[config.mk]
export PLATFORM = sky130hd
export DESIGN_NAME = m65c02_rmw_seq_flat
export DESIGN_NICKNAME = d
export VERILOG_FILES = /design/src/rtl/m65c02_pkg.sv /design/src/rtl/m65c02_rmw_seq_if.sv /design/src/rtl/m65c02_bus_wdog.sv /design/src/rtl/m65c02_rmw_seq.sv /design/src/flat_wrapper.sv
export SDC_FILE = /design/constraint.sdc
export NUM_CORES = 1
export LEC_CHECK = 0
export CAP_MARGIN = 20
export CELL_PAD_IN_SITES_DETAIL_PLACEMENT = 0
export CELL_PAD_IN_SITES_GLOBAL_PLACEMENT = 2
export CORE_ASPECT_RATIO = 1.4
export CORE_MARGIN = 2
export CORE_UTILIZATION = 24
export DETAILED_ROUTE_END_ITERATION = 10
export PLACE_DENSITY_LB_ADDON = 0.1
export SETUP_SLACK_MARGIN = 0.05
export SLEW_MARGIN = 20
export SYNTH_ARGS = -nofsm -noshare
export SYNTH_HDL_FRONTEND = slang
export SYNTH_SLANG_ARGS = --single-unit
[constraint.sdc]
create_clock -name clk -period 1.4 [get_ports clk]
set_input_delay 0.28 -clock clk [delete_from_list [all_inputs] [get_ports clk]]
set_output_delay 0.28 -clock clk [all_outputs]
set_load 0.02 [all_outputs]
[src/rtl/m65c02_pkg.sv]
// Shared encodings for the 65C02 bit-manipulation read-modify-write path.
// Command codes, logic-unit op codes and sequencer state encoding.
package m65c02_pkg;

    typedef enum logic [1:0] {
        CMD_TSB = 2'b00,
        CMD_TRB = 2'b01,
        CMD_SMB = 2'b10,
        CMD_RMB = 2'b11
    } cmd_e;

    localparam logic [1:0] LU_TRB = 2'b00;
    localparam logic [1:0] LU_AND = 2'b01;
    localparam logic [1:0] LU_ORA = 2'b10;
    localparam logic [1:0] LU_EOR = 2'b11;

    typedef enum logic [2:0] {
        ST_IDLE = 3'd0,
        ST_RD   = 3'd1,
        ST_MOD  = 3'd2,
        ST_WR   = 3'd3,
        ST_DONE = 3'd4
    } state_e;

endpackage

[src/rtl/m65c02_rmw_seq_if.sv]
// Command, memory-bus and logic-unit signals of the RMW sequencer.
// master = sequencer side, slave = core / memory / logic-unit side.
interface m65c02_rmw_seq_if;

    logic       start;
    logic [1:0] cmd;
    logic [2:0] bit_sel;
    logic [7:0] a;
    logic       busy;
    logic       done;
    logic       err;
    logic       z_wr;
    logic       z_out;

    logic       mem_req;
    logic       mem_wr;
    logic       mem_ack;
    logic [7:0] mem_di;
    logic [7:0] mem_do;

    logic       lu_en;
    logic [1:0] lu_op;
    logic [7:0] lu_l;
    logic [7:0] lu_m;
    logic [7:0] lu_out;
    logic       lu_z;

    modport master (
        input  start, cmd, bit_sel, a, mem_ack, mem_di, lu_out, lu_z,
        output busy, done, err, z_wr, z_out, mem_req, mem_wr, mem_do,
               lu_en, lu_op, lu_l, lu_m
    );

    modport slave (
        output start, cmd, bit_sel, a, mem_ack, mem_di, lu_out, lu_z,
        input  busy, done, err, z_wr, z_out, mem_req, mem_wr, mem_do,
               lu_en, lu_op, lu_l, lu_m
    );

endinterface

[src/rtl/m65c02_bus_wdog.sv]
// Bus-phase wait counter; expired flags pTimeout waits (0 disables), zero latency.
// No backpressure: clr has priority over cnt_en.
module m65c02_bus_wdog #(
    parameter int pTimeout = 15,
    parameter int pTW      = 4
) (
    input  logic clk,
    input  logic rst_n,
    input  logic clr,
    input  logic cnt_en,
    output logic expired
);

    logic [pTW-1:0] cnt;

    always_ff @(posedge clk or negedge rst_n) begin
        if (!rst_n) begin
            cnt <= '0;
        end else if (clr) begin
            cnt <= '0;
        end else if (cnt_en) begin
            cnt <= cnt + 1'b1;
        end
    end

    assign expired = (pTimeout != 0) && (cnt == pTW'(pTimeout));

endmodule

[src/rtl/m65c02_rmw_seq.sv]
// TSB/TRB/SMBx/RMBx read-modify-write sequencer: read, one LU cycle, write, done.
// Latency 4 cycles Start-to-Done plus bus waits; each phase waits on mem_ack or aborts on timeout.
module m65c02_rmw_seq
    import m65c02_pkg::*;
#(
    parameter int pTimeout = 15,
    parameter int pTW      = 4
) (
    input  logic             clk,
    input  logic             rst_n,
    m65c02_rmw_seq_if.master bus
);

    state_e     state, state_nxt;
    logic [1:0] cmd_q;
    logic [2:0] bit_q;
    logic [7:0] a_q, mreg, wreg;
    logic       zreg, err_q, mem_req_q, mem_wr_q;
    logic       wd_clr, wd_en, wd_expired, abort;
    logic       lu_en;
    logic [1:0] lu_op;
    logic [7:0] lu_l, lu_m;

    m65c02_bus_wdog #(.pTimeout(pTimeout), .pTW(pTW)) u_wdog (
        .clk     (clk),
        .rst_n   (rst_n),
        .clr     (wd_clr),
        .cnt_en  (wd_en),
        .expired (wd_expired)
    );

    always_comb begin
        state_nxt = state;
        wd_en     = 1'b0;
        abort     = 1'b0;
        lu_en     = 1'b0;
        lu_op     = 2'b00;
        lu_l      = '0;
        lu_m      = '0;
        case (state)
            ST_IDLE: if (bus.start) state_nxt = ST_RD;
            ST_RD, ST_WR: begin
                // An ack in the timeout cycle still completes the phase normally.
                if (bus.mem_ack) begin
                    state_nxt = (state == ST_RD) ? ST_MOD : ST_DONE;
                end else if (wd_expired) begin
                    state_nxt = ST_DONE;
                    abort     = 1'b1;
                end else begin
                    wd_en = 1'b1;
                end
            end
            ST_MOD: begin
                lu_en     = 1'b1;
                lu_m      = mreg;
                lu_l      = cmd_q[1] ? (8'b1 << bit_q) : a_q;
                lu_op     = (cmd_q == CMD_TSB || cmd_q == CMD_SMB) ? LU_ORA : LU_TRB;
                state_nxt = ST_WR;
            end
            ST_DONE: state_nxt = ST_IDLE;
            default: state_nxt = ST_IDLE;
        endcase
        wd_clr = (state == ST_IDLE) || (state_nxt != state);
    end

    always_ff @(posedge clk or negedge rst_n) begin
        if (!rst_n) begin
            state     <= ST_IDLE;
            cmd_q     <= '0;
            bit_q     <= '0;
            a_q       <= '0;
            mreg      <= '0;
            wreg      <= '0;
            zreg      <= 1'b0;
            err_q     <= 1'b0;
            mem_req_q <= 1'b0;
            mem_wr_q  <= 1'b0;
        end else begin
            state     <= state_nxt;
            mem_req_q <= (state_nxt == ST_RD) || (state_nxt == ST_WR);
            mem_wr_q  <= (state_nxt == ST_WR);
            if (state == ST_IDLE && bus.start) begin
                cmd_q <= bus.cmd;
                bit_q <= bus.bit_sel;
                a_q   <= bus.a;
                err_q <= 1'b0;
            end
            if (state == ST_RD && bus.mem_ack) mreg <= bus.mem_di;
            if (abort) err_q <= 1'b1;
            // Z comes from the original operand (LU_Z = ~|(L&M)), never from the written value.
            if (state == ST_MOD) begin
                wreg <= bus.lu_out;
                zreg <= bus.lu_z;
            end else if (state_nxt != ST_WR) begin
                wreg <= '0;
            end
        end
    end

    assign bus.busy    = (state != ST_IDLE);
    assign bus.done    = (state == ST_DONE);
    assign bus.err     = (state == ST_DONE) && err_q;
    assign bus.z_wr    = (state == ST_DONE) && !err_q &&
                         (cmd_q == CMD_TSB || cmd_q == CMD_TRB);
    assign bus.z_out   = bus.z_wr && zreg;
    assign bus.mem_req = mem_req_q;
    assign bus.mem_wr  = mem_wr_q;
    assign bus.mem_do  = wreg;
    assign bus.lu_en   = lu_en;
    assign bus.lu_op   = lu_op;
    assign bus.lu_l    = lu_l;
    assign bus.lu_m    = lu_m;

endmodule
[src/flat_wrapper.sv]
// flat-port wrapper written by rule: the top's interface ports become plain ports
module m65c02_rmw_seq_flat import m65c02_pkg::*;
#(
    parameter int pTimeout = 15,
    parameter int pTW      = 4
)
  (clk, rst_n, bus_start, bus_cmd, bus_bit_sel, bus_a, bus_mem_ack, bus_mem_di, bus_lu_out, bus_lu_z, bus_busy, bus_done, bus_err, bus_z_wr, bus_z_out, bus_mem_req, bus_mem_wr, bus_mem_do, bus_lu_en, bus_lu_op, bus_lu_l, bus_lu_m);
  m65c02_rmw_seq_if bus_i ();
  input  logic clk;
  input  logic rst_n;
  input wire logic [$bits(bus_i.start)-1:0] bus_start;
  input wire logic [$bits(bus_i.cmd)-1:0] bus_cmd;
  input wire logic [$bits(bus_i.bit_sel)-1:0] bus_bit_sel;
  input wire logic [$bits(bus_i.a)-1:0] bus_a;
  input wire logic [$bits(bus_i.mem_ack)-1:0] bus_mem_ack;
  input wire logic [$bits(bus_i.mem_di)-1:0] bus_mem_di;
  input wire logic [$bits(bus_i.lu_out)-1:0] bus_lu_out;
  input wire logic [$bits(bus_i.lu_z)-1:0] bus_lu_z;
  output wire logic [$bits(bus_i.busy)-1:0] bus_busy;
  output wire logic [$bits(bus_i.done)-1:0] bus_done;
  output wire logic [$bits(bus_i.err)-1:0] bus_err;
  output wire logic [$bits(bus_i.z_wr)-1:0] bus_z_wr;
  output wire logic [$bits(bus_i.z_out)-1:0] bus_z_out;
  output wire logic [$bits(bus_i.mem_req)-1:0] bus_mem_req;
  output wire logic [$bits(bus_i.mem_wr)-1:0] bus_mem_wr;
  output wire logic [$bits(bus_i.mem_do)-1:0] bus_mem_do;
  output wire logic [$bits(bus_i.lu_en)-1:0] bus_lu_en;
  output wire logic [$bits(bus_i.lu_op)-1:0] bus_lu_op;
  output wire logic [$bits(bus_i.lu_l)-1:0] bus_lu_l;
  output wire logic [$bits(bus_i.lu_m)-1:0] bus_lu_m;
  assign bus_i.start = bus_start;
  assign bus_i.cmd = bus_cmd;
  assign bus_i.bit_sel = bus_bit_sel;
  assign bus_i.a = bus_a;
  assign bus_i.mem_ack = bus_mem_ack;
  assign bus_i.mem_di = bus_mem_di;
  assign bus_i.lu_out = bus_lu_out;
  assign bus_i.lu_z = bus_lu_z;
  assign bus_busy = bus_i.busy;
  assign bus_done = bus_i.done;
  assign bus_err = bus_i.err;
  assign bus_z_wr = bus_i.z_wr;
  assign bus_z_out = bus_i.z_out;
  assign bus_mem_req = bus_i.mem_req;
  assign bus_mem_wr = bus_i.mem_wr;
  assign bus_mem_do = bus_i.mem_do;
  assign bus_lu_en = bus_i.lu_en;
  assign bus_lu_op = bus_i.lu_op;
  assign bus_lu_l = bus_i.lu_l;
  assign bus_lu_m = bus_i.lu_m;
  m65c02_rmw_seq #(.pTimeout(pTimeout), .pTW(pTW)) u_core (.clk(clk), .rst_n(rst_n), .bus(bus_i));
endmodule
==> flow_summary_export.csv <==
group,metric,value,unit
finish,final_cell_area,0.00326,mm²
power_and_ir_drop,power_density,1980,mW/mm²
outcome,violations,"negative setup slack",
power_and_ir_drop,p_sw_frac,0.361,
logic_synthesis,synth_area_per_cell,12.0,µm²
logic_synthesis,yosys_warnings,0,
outcome,status,"complete, but fails checks",
logic_synthesis,yosys.area.top_type_share,0.554,
logic_synthesis,yosys.area.top_type,"dfrtp_1",
power_and_ir_drop,seqPwrFrac,0.301,
floorplanning,num_rows,37,
floorplanning,dieWidth,77.3,µm
finish,fin_nets,288,
critical_path,path_cells,"or3b_4, inv_2, buf_12, and2_4, buf_6",
floorplanning,dieHeight,107,µm
finish,antenna-diode-count,0,
critical_path,critical_path.slowest_cell,"or3b_4",
placement,dpl_cell_area,0.00286,mm²
power_and_ir_drop,p_leak,1.51,nW
critical_path,worst_ep_required_time,1.12,ns
power_and_ir_drop,power,6.45,mW
power_and_ir_drop,combPwrFrac,0.586,
critical_path,cp-start-kind,"flip-flop",
critical_path,critPathCaptureType,"primary output",
sta,fin_crit,1.84,ns
sta,setup_tns,-14.41,ns
power_and_ir_drop,max-vdd-ir-drop,843,µV
finish,fin_util,0.446,
route,first_pass_iters,4,
global_route,grt_max_degree,24,
logic_synthesis,synth_most_common_cell,"dfrtp_1",
route,first_iter_violations,22,
sta,holdWs,0.451,ns
global_route,grtUsageTotal,0.135,
finish,area_growth,80.6,%
power_and_ir_drop,clkPwrFrac,0.114,
logic_synthesis,syn_inst,150,
logic_synthesis,ys_seq_area_frac,0.554,
placement,place.gp.congestion,0.827,
floorplanning,coreArea,0.00731,mm²
placement,dp_hpwl,3760,µm
logic_synthesis,synthesis.nets,185,
route,vias,1558,
logic_synthesis,synth_seq_cells,40,
clock_network,clkLatencyLatePin,0.29,ns
global_route,first_global_vias,1768,
route,wl_per_cell,15.4,µm
placement,port_buffers,66,
sta,clock.fmax,544,MHz
finish,seq_area,0.00100,mm²
global_route,grt_overflow_total,0,
sta,fin_crit_sh,1.31,
logic_synthesis,synthArstFlopShare,1.00,
global_route,antenna_found_initial,0,
route,drc,0,
placement,place_ws,-0.630,ns
finish,fill_cells,719,
clock_network,ctsHtreeMaxLevel,2,
clock_network,clockBufferDepth,2,
route,viasPerCell,4.45,
clock_network,cts_buffers,5,
finish,final_cells,350,
job,maxCapViolations,0,
power_and_ir_drop,switching_power,2.32,mW
sta,grt_setup_unrepaired,"yes",
critical_path,rr_worst_depth,7,
logic_synthesis,synth.top_cells.by_count,"dfrtp_1, mux2_2, nor2_1, nand2_1",
clock_network,cts_tree,"built",
finish,multi_input_area,985,µm²
logic_synthesis,synth_area_leaders,"dfrtp_1, mux2_2, mux2_4",
global_route,grt_pass1_wl,8760,µm
sta,final_hold_viol_count,0,
critical_path,arrival,1.56,ns
floorplanning,dieArea,0.00825,mm²
sta,worst_slack,-0.437,ns
logic_synthesis,synth_ff_type,"dfrtp_1",
power_and_ir_drop,p_int,4.12,mW
finish,layout-drive-gt1-share,0.490,
logic_synthesis,synth-edff-count,0,
clock_network,clock_sinks,40,
placement,placed_cells,328,
sta,setup_viol,58,
floorplanning,start_util,0.247,
clock_network,clk_pin_slew_worst_paths,0.08,ns
sta,clock_skew,0.00491,ns
critical_path,crit_fanout,10,
logic_synthesis,synth.distinct_cells,36,
route,ant_nets,0,
floorplanning,top_level_ports,68,
route,drt-total-wl,5380,µm
sta,finalMaxSlewViolations,0,
logic_synthesis,synth_area,0.00181,mm²
min_path,hp-class,"in2async",
clock_network,root_buffer,"clkbuf_8",
critical_path,worstSetupPathType,"reg2out",
critical_path,max_stage_delay,0.42,ns
==> layout make-up <==
cell class,instances,area share
multi-input cells,98,0.302
clock inverters,1,0.00153
well taps,97,0.0372
repair buffers,104,0.325
clock buffers,6,0.0222
flip-flops and latches,40,0.307
inverters,4,0.00537
==> flip-flops by register name (all words and copies together) (netlist names) <==
| register | flops |
|---|---|
| u_core.a_q | 8 |
| u_core.bus.mem_do | 8 |
| u_core.mreg | 8 |
| u_core.u_wdog.cnt | 4 |
| u_core.bit_q | 3 |
| u_core.state | 3 |
| u_core.cmd_q | 2 |
| u_core.bus.mem_req | 1 |
| u_core.bus.mem_wr | 1 |
| u_core.err_q | 1 |
| u_core.zreg | 1 |
==> kinds of logic (layout without fill, tap and decap cells) <==
family,count (synthesis),count (layout),share of synthesized area
buffers and inverters,13,115,0.0402
other,1,1,0.00208
xor gates and xnor gates,2,2,0.00970
adders and majority gates,1,1,0.00692
and+or+nand+nor,52,53,0.166
DFF,40,40,0.554
AOI/OAI and AO/OA,21,21,0.0866
muxes,20,20,0.135
==> power by group through the flow <==
| stage | clock (mW) | combinational (mW) | sequential, mW |
|---|---|---|---|
| finish | 0.733 | 3.78 | 1.94 |
| global route | 0.828 | 4.02 | 2.00 |
| CTS | 0.767 | 3.61 | 1.94 |
| detailed placement | 0 | 3.03 | 1.94 |
| global placement | 0 | 2.97 | 1.92 |
| floorplan | 0 | 1.74 | 1.99 |
==> worst paths after layout <==
kind | startpoint | end | slack (ns)
worst max-delay path | u_core.state[2]$_DFF_PN0_ | bus_lu_m[3] | -0.44
worst min-delay path | rst_n | u_core.bus.mem_do[4]$_DFFE_PN0P_ | 0.45
min in group clk | u_core.u_wdog.cnt[0]$_DFFE_PN0P_ | u_core.u_wdog.cnt[0]$_DFFE_PN0P_ | 0.46
worst max register to register | u_core.state[1]$_DFF_PN0_ | u_core.state[1]$_DFF_PN0_ | -0.29
max in group asynchronous | rst_n | u_core.a_q[6]$_DFFE_PN0P_ | 0.47
worst min register to register | u_core.u_wdog.cnt[0]$_DFFE_PN0P_ | u_core.u_wdog.cnt[0]$_DFFE_PN0P_ | 0.46
==> layer usage <==
metal,up-vias,global-route usage,wire (µm)
met5,-,0,0
met4,0,0.0408,63
met3,6,0.0311,266
met2,45,0.251,3010
met1,782,0.150,2040
li1,725,-,-
==> placed cells by master, fill, tap and decap left out, types with 2 or more instances in the layout <==
| master | synthesis | layout |
|---|---|---|
| nand2_1 | 10 | 9 |
| buf_8 | 0 | 2 |
| buf_4 | 1 | 27 |
| and3_1 | 2 | 2 |
| buf_2 | 4 | 2 |
| nor2b_1 | 4 | 3 |
| dfrtp_1 | 40 | 40 |
| mux2_4 | 5 | 20 |
| nor2_4 | 0 | 8 |
| nand3_1 | 4 | 3 |
| buf_12 | 0 | 4 |
| a22oi_1 | 3 | 3 |
| buf_6 | 2 | 24 |
| a22o_1 | 8 | 8 |
| nor4b_4 | 1 | 2 |
| clkdlybuf4s50_1 | 0 | 32 |
| a21oi_4 | 0 | 3 |
| inv_1 | 4 | 2 |
| dlygate4sd2_1 | 0 | 10 |
| and2_4 | 0 | 8 |
| and4bb_4 | 0 | 2 |
| clkbuf_8 | 0 | 5 |
| clkbuf_16 | 0 | 2 |
| nor2_1 | 13 | 4 |
| o21ai_2 | 0 | 2 |
==> worst max-delay path: cells and delay by family (launching register included) <==
family | cells | cell delay [ns]
simple gates | 2 | 0.56
flops | 1 | 0.39
buf+inv | 3 | 0.31
==> what timing repair did <==
item | in CTS | in global routing
buffers inserted | 6 | 6
endpoints found under the hold margin | 17 | 0
gates cloned | 2 | 1
hold buffers | 1 | 0
setup endpoints to repair | 68 | 58
pin swaps | 8 | 4
gates resized for setup | 183 | 11
Power figures use the tool's default switching activity.
